==> src/rtl/fifo_arb_pkg.sv <==
// Shared definitions for the two-producer FIFO write arbiter.
//   DefaultDataW : default producer/FIFO data width
//   arb_state_e  : arbiter FSM state (idle, serving producer 0, serving producer 1)
//   serve_state  : maps a producer index to its serving state
package fifo_arb_pkg;

  localparam int unsigned DefaultDataW = 8;

  typedef enum logic [1:0] {
    StIdle   = 2'd0,
    StServe0 = 2'd1,
    StServe1 = 2'd2
  } arb_state_e;

  function automatic arb_state_e serve_state(input logic idx);
    return idx ? StServe1 : StServe0;
  endfunction

endpackage

==> src/rtl/fifo_wr_arbiter.sv <==
// Two-producer write arbiter in front of a FIFO write port. One producer owns the
// port at a time; ownership passes to the other producer after MAX_BURST transfers
// (if it is waiting) or as soon as the owner stops requesting.
//   clk            : clock, all state on the rising edge
//   rst            : synchronous reset, active low
//   req0/req1      : producer holds a valid word (held until granted)
//   data0/data1    : producer words
//   gnt0/gnt1      : word accepted this cycle
//   full           : FIFO full flag
//   WREN/data_in   : FIFO write enable / write data (zero when not writing)
//   stall          : owner is requesting but the FIFO is full
module fifo_wr_arbiter
  import fifo_arb_pkg::*;
#(
  parameter int unsigned DATA_W    = DefaultDataW,
  parameter int unsigned MAX_BURST = 4
) (
  input  logic              clk,
  input  logic              rst,
  input  logic              req0,
  input  logic              req1,
  input  logic [DATA_W-1:0] data0,
  input  logic [DATA_W-1:0] data1,
  output logic              gnt0,
  output logic              gnt1,
  input  logic              full,
  output logic              WREN,
  output logic [DATA_W-1:0] data_in,
  output logic              stall
);

  localparam logic [3:0] BurstLast = 4'(MAX_BURST - 1);

  arb_state_e state_q, state_d;
  logic [3:0] burst_cnt_q, burst_cnt_d;
  logic       last_q, last_d;

  // Index of the current owner, and the request lines seen from its point of view.
  logic own;
  logic req_own;
  logic req_oth;

  always_comb begin
    own     = (state_q == StServe1);
    req_own = own ? req1 : req0;
    req_oth = own ? req0 : req1;
  end

  // Grants are masked by reset so a burst is cut off in the reset cycle itself.
  always_comb begin
    gnt0    = rst && (state_q == StServe0) && req0 && !full;
    gnt1    = rst && (state_q == StServe1) && req1 && !full;
    WREN    = gnt0 | gnt1;
    data_in = gnt0 ? data0 : (gnt1 ? data1 : '0);
    stall   = rst && (state_q != StIdle) && req_own && full;
  end

  always_comb begin
    state_d     = state_q;
    burst_cnt_d = burst_cnt_q;
    last_d      = last_q;
    unique case (state_q)
      StIdle: begin
        // Tie goes to the producer that was not served last.
        if (req0 && req1) begin
          state_d = serve_state(!last_q);
        end else if (req0) begin
          state_d = StServe0;
        end else if (req1) begin
          state_d = StServe1;
        end
      end
      StServe0, StServe1: begin
        // A full FIFO freezes everything; stalled cycles do not count toward the burst.
        if (!full) begin
          if (!req_own) begin
            state_d     = req_oth ? serve_state(!own) : StIdle;
            burst_cnt_d = '0;
            last_d      = own;
          end else if (burst_cnt_q == BurstLast) begin
            burst_cnt_d = '0;
            if (req_oth) begin
              state_d = serve_state(!own);
              last_d  = own;
            end
          end else begin
            burst_cnt_d = burst_cnt_q + 4'd1;
          end
        end
      end
      default: state_d = StIdle;
    endcase
  end

  always_ff @(posedge clk) begin
    if (!rst) begin
      state_q     <= StIdle;
      burst_cnt_q <= '0;
      last_q      <= 1'b1;
    end else begin
      state_q     <= state_d;
      burst_cnt_q <= burst_cnt_d;
      last_q      <= last_d;
    end
  end

endmodule

==> config.mk <==
export PLATFORM = sky130hd
export DESIGN_NAME = fifo_wr_arbiter
export DESIGN_NICKNAME = d
export VERILOG_FILES = /design/src/rtl/fifo_arb_pkg.sv /design/src/rtl/fifo_wr_arbiter.sv
export SDC_FILE = /design/constraint.sdc
export NUM_CORES = 1
export LEC_CHECK = 0
export ABC_AREA = 1
export CAP_MARGIN = 15
export CORE_MARGIN = 2
export CORE_UTILIZATION = 40
export DETAILED_ROUTE_END_ITERATION = 6
export GPL_TIMING_DRIVEN = 0
export PLACE_DENSITY = 0.88
export SLEW_MARGIN = 20
export SYNTH_ARGS = -nofsm -noshare
export SYNTH_HDL_FRONTEND = slang
export SYNTH_SLANG_ARGS = --single-unit
==> constraint.sdc <==
create_clock -name clk -period 1.92 [get_ports clk]
set_clock_uncertainty 0.2 [all_clocks]
set_input_delay 0.192 -clock clk [delete_from_list [all_inputs] [get_ports clk]]
set_output_delay 0.192 -clock clk [all_outputs]
set_load 0.01 [all_outputs]
### Word-level counts from Yosys, hierarchy flattened

Cells that the tools add are included.

| cells by class | value |
|---|---|
| add/sub/neg operators | 1 |
| equality and inequality tests | 9 |
| mux-type cells | 20 |
| bitwise operators | 2 |
| reductions and logical operators | 17 |

Operators by type and width:

| operator | number |
|---|---|
| 2-bit two-way mux | 10 |
| 8-bit two-way mux | 2 |
| 1-bit logical AND | 10 |
| 4-bit two-way mux | 2 |
| 4-bit AND reduction | 2 |
| 3-bit != test, second input constant | 2 |
| 1-bit two-way mux | 5 |
| 4-bit by 1-bit adder with 4-bit output, second input constant | 1 |
| 4-bit by 2-bit equality test with 1-bit output, second input constant | 1 |
| 2-bit by 1-bit != test with 1-bit output, second input constant | 2 |
| 4-bit != test, second input constant | 1 |
| 2-bit case mux with 2 select lines | 1 |
| 2-bit by 1-bit equality test with 1-bit output, second input constant | 1 |
| 2-bit equality test, second input constant | 1 |
| 2-bit logical NOT | 1 |
| 2-bit != test, second input constant | 1 |
| 2-bit AND reduction | 1 |
| 2-bit nonzero test | 1 |
| 2-bit OR reduction | 1 |
| 1-bit logical NOT | 1 |
| 1-bit NOT | 1 |
| 1-bit OR | 1 |

| word-level totals | value |
|---|---|
| register bits after elaboration | 7 |
| bits of input ports | 21 |
| output and inout port bits | 12 |
| logic and storage cells | 52 |

### Depth between registers and ports, before layout

| logic depth | value |
|---|---|
| depth after elaboration | 7 |
| mapped depth | 10 |

### Worst setup path before layout

OpenSTA, ideal clock, no wires.

| timing path | value |
|---|---|
| path kind | reg-to-output |
| from | reg state_q[0] |
| to | out data_in[0] |
| arrival | 1.268 ns |
| slack | 0.260 ns |
| stages on the path, launching flop included | 7 |
| buffers on the path | 0 |
| cell sequence | dfxtp_1 > inv_1 > ha_1 > nand2_1 > nor3_4 > nand3_1 > nand2_1 |

| between the ends | value |
|---|---|
| cells in the longest elaborated chain, start to end | 6 |
| elaborated cells between the ends (all ways) | 10 |

Ends and longest elaborated chain:

| item | RTL line | RTL |
|---|---|---|
| from (decl) | fifo_wr_arbiter.sv:34 | `arb_state_e state_q, state_d;` |
| from (signal assigned) | fifo_wr_arbiter.sv:97 | `state_q <= StIdle;` |
| from (signal assigned) | fifo_wr_arbiter.sv:101 | `state_q <= state_d;` |
| 2-bit equality test | fifo_wr_arbiter.sv:52 | `gnt1 = rst && (state_q == StServe1) && req1 && !full;` |
| 1-bit logical AND (3 in series) | fifo_wr_arbiter.sv:52 |  |
| via gnt1 | fifo_wr_arbiter.sv:25 | `output logic gnt1,` |
| 8-bit two-way mux (2 in series) | fifo_wr_arbiter.sv:54 | `data_in = gnt0 ? data0 : (gnt1 ? data1 : '0);` |
| to (decl) | fifo_wr_arbiter.sv:28 | `output logic [DATA_W-1:0] data_in,` |

The timed path passes the listed nets, and every way through them passes these cells.

### Final worst setup path

| timing path | value |
|---|---|
| from | reg state_q[0] |
| to | out data_in[7] |

| between the ends | value |
|---|---|
| cells in the longest elaborated chain, start to end | 6 |
| elaborated cells between the ends (all ways) | 10 |

Ends and longest elaborated chain:

| item | RTL line |
|---|---|
| 2-bit equality test | fifo_wr_arbiter.sv:52 |
| 1-bit logical AND (3 in series) | fifo_wr_arbiter.sv:52 |
| 8-bit two-way mux | fifo_wr_arbiter.sv:54 |
| 8-bit two-way mux * | fifo_wr_arbiter.sv:54 |

Mark *: on every way between the ends. The rest lies on a longest branch, timed or not.

==> impl_metrics.json <==
{
  "outcome": "finished clean",
  "setup-violations-final": 0,
  "multiInputGateArea_um2": 572,
  "crit-reg2reg-launch": "state_q[0]",
  "ys_warn_count": 0,
  "rsz0062_at_grt": "true",
  "die_y_um": 45.6,
  "start_kind": "flip-flop",
  "path_class": "flip-flop to output port",
  "clkPwrFrac_pct": 14.4,
  "cts_tree": "done",
  "seqPwrFrac_pct": 21.9,
  "min_to": "state_q[1]",
  "grt_start_max_net_pins": 11,
  "holdPathStages": 3,
  "area_growth_pct": 69.6,
  "r2r-end": "burst_cnt_q[2]",
  "power_mw": 1.03,
  "h-tree-depth": 1,
  "max_cap_violations": 0,
  "cts_hold_buf": 0,
  "design_area_um2": 1170,
  "n_antenna_cell": 0,
  "worst_r2r_path_depth": 9,
  "place_area_um2": 1030,
  "clock_latency_ns": 0.27,
  "hold_start": "rst",
  "max_slew_margin_pct": 76.9,
  "start_util_pct": 41.3,
  "synth.top_cell.area_share_pct": 22.8,
  "setup_slack_ns": 0.0249,
  "synthCells": 108,
  "crit_family": "buffers and inverters",
  "p_per_area_nw_per_um2": 876,
  "hold_viol": 0,
  "synth_area_leaders": "nand2_1 (23%), dfxtp_1 (20%), ha_1 (11%), nand3_1 (7.2%), inv_1 (4.3%)",
  "vias": 873,
  "antenna_found_initial": 0,
  "cts_buffers": 3,
  "synth_cell_types": 23,
  "crit_top_cell": "buf_6",
  "cell_internal_pwr_uw": 568,
  "cp_data_arrival_time_ns": 1.50,
  "gp_congestion": 0.919,
  "post-dp-hpwl_mm": 1.45,
  "slew_viol_final": 0,
  "period_minus_slack_ns": 1.90,
  "drive_above_1_share_pct": 32.1,
  "cp_slowest_cell": "dfxtp_2",
  "cts.sinks": 7,
  "critPathMaxFanout": 4,
  "cp-end-kind": "output port",
  "drtIter0Drc": 2,
  "worst_pin_slew_ns": 0.345,
  "io_pins": 33,
  "crit_buf_inv": 4,
  "p_leak_nw": 0.590,
  "syn-num-nets": 135,
  "vias_per_cell": 5.05,
  "grt_pass1_vias": 772,
  "place_ws_ns": -0.469,
  "clock_path_buffers": 2,
  "chipWidth_um": 45.6,
  "irDropWorstVdd_mv": 0.638,
  "worstHoldPathType": "input pin to flip-flop",
  "sw_frac_of_total_pct": 44.6,
  "cp_cell_sequence": "inv_2 -> ha_4 -> nand2_4 -> nor3_4 -> buf_6 -> buf_6 -> nand3_2 -> nand2_1 -> buf_2",
  "synthesis.area_um2": 691,
  "synth_seq_area_share_pct": 20.3,
  "drc_errors": 0,
  "max_freq_mhz": 528,
  "yosys.area.top_type": "nand2_1",
  "fin_crit_sh_pct": 98.7,
  "portBuffers": 32,
  "seq_area_um2": 145,
  "core_region_area_um2": 1670,
  "num-fill-cells": 138,
  "clkSlewWorstSetupHoldPaths_ns": 0.06,
  "final_nets": 184,
  "dr.pass1.iters": 4,
  "grt_pass1_wl_mm": 3.12,
  "wl_mm": 2.23,
  "synth_seq_cells": 7,
  "p_sw_uw": 458,
  "final_antenna_net_count": 0,
  "critPathMaxStageDelay_ns": 0.33,
  "grt_usage_pct": 20.9,
  "ff2ff_setup_slack_ns": 0.09,
  "cp.required_ns": 1.53,
  "dieArea_um2": 2080,
  "rows": 15,
  "worst_hold_slack_ns": 0.200,
  "routedWlPerCell_um": 12.9,
  "combPwrFrac_pct": 63.6,
  "synth.avg_cell_area_um2": 6.40,
  "cts_root_buffer": "clkbuf_4",
  "grt_overflow": 0
}
area by class of cell:
type                    count  area share [%]
multi-input cells          91            48.8
clock buffers               4            2.24
flip-flops and latches      7            12.4
well taps                  17            1.82
repair buffers             43            30.8
inverters                  11            3.95
synth_stat cells, drive strengths merged:
cell     n
a21boi   1
a21oi    4
dfxtp    7
ha       6
inv     11
nand2   45
nand3   13
nand4    1
nor2    10
nor3     2
o211ai   1
o21ai    3
or2      1
xnor2    1
xor2     2
timing repair:
action	in CTS	in global routing
setup endpoints to repair	12	14
resized for setup	57	7
gates cloned	1	1
setup buffers	8	4
pin swaps	5	6
layout by cell type, fill, tap and decap left out, types with 3 or more instances in the layout:
master            n
inv_2             3
clkdlybuf4s50_1  18
nand2_2           3
buf_2             9
buf_6             3
inv_1             7
nand2_1          41
a21oi_1           4
dlygate4sd2_1     3
dfxtp_1           5
nor2_1            8
o21ai_0           3
ha_1              3
buf_4             8
nand3_1           6
nand3_2           7
clkbuf_4          3
registers in the layout, indices dropped and copies added, names as in the netlist:
register and flops:
state_q 2, last_q 1, burst_cnt_q 4
worst register-to-register path: stages, from the launching register on:
cell and delay [ns]:
dfxtp_2 0.34, inv_2 0.05, buf_4 0.14, ha_2 0.36, inv_1 0.09, nor2_4 0.19, buf_4 0.15, nand2_1 0.04
nand2_1 0.10, nor2_1 0.06
how the worst max path moves through the flow:
stage	from	endpoint	cells past startpoint
after floorplan	state_q[0]	data_in[0]	6
after global placement	rst	data_in[5]	6
after detailed placement	rst	data_in[4]	6
after CTS	state_q[0]	data_in[0]	10
after global routing	state_q[0]	data_in[0]	9
final	state_q[0]	data_in[7]	9
per-stage QoR:
stage                     TNS (ns)  utilization (%)  std cells
after detailed placement     -4.73             61.8        157
after global placement       -4.42             61.8        157
after floorplan                  0                -        108
after CTS                   -0.200             69.1        170
final                            0             70.1        173
after global routing        -0.134             70.1        173
kinds of logic (layout without fill, tap and decap cells):
family | count (synthesis) | count (layout) | synth area share [%]
simple gates | 72 | 73 | 50.9
xor+xnor | 3 | 3 | 3.81
buf+inv | 11 | 58 | 6.34
flops | 7 | 7 | 20.3
fa+ha+maj | 6 | 6 | 10.9
compound gates | 9 | 9 | 7.79
power groups by stage:
stage	Clock [mW]	Sequential (mW)	Combinational [mW]
global placement	0	0.216	0.498
CTS	0.148	0.226	0.583
detailed placement	0	0.220	0.514
global route	0.159	0.227	0.727
floorplan	0	0.211	0.372
finish	0.148	0.225	0.653
per-layer routing:
layer / global-route usage (%) / part of all wire, %
met1: 20.1 / 37
met2: 39.2 / 50
met3: 6.75 / 11
met4: 10.0 / 1.3
met5: 0 / 0
Note: power is estimated with default switching activity, not from simulation.
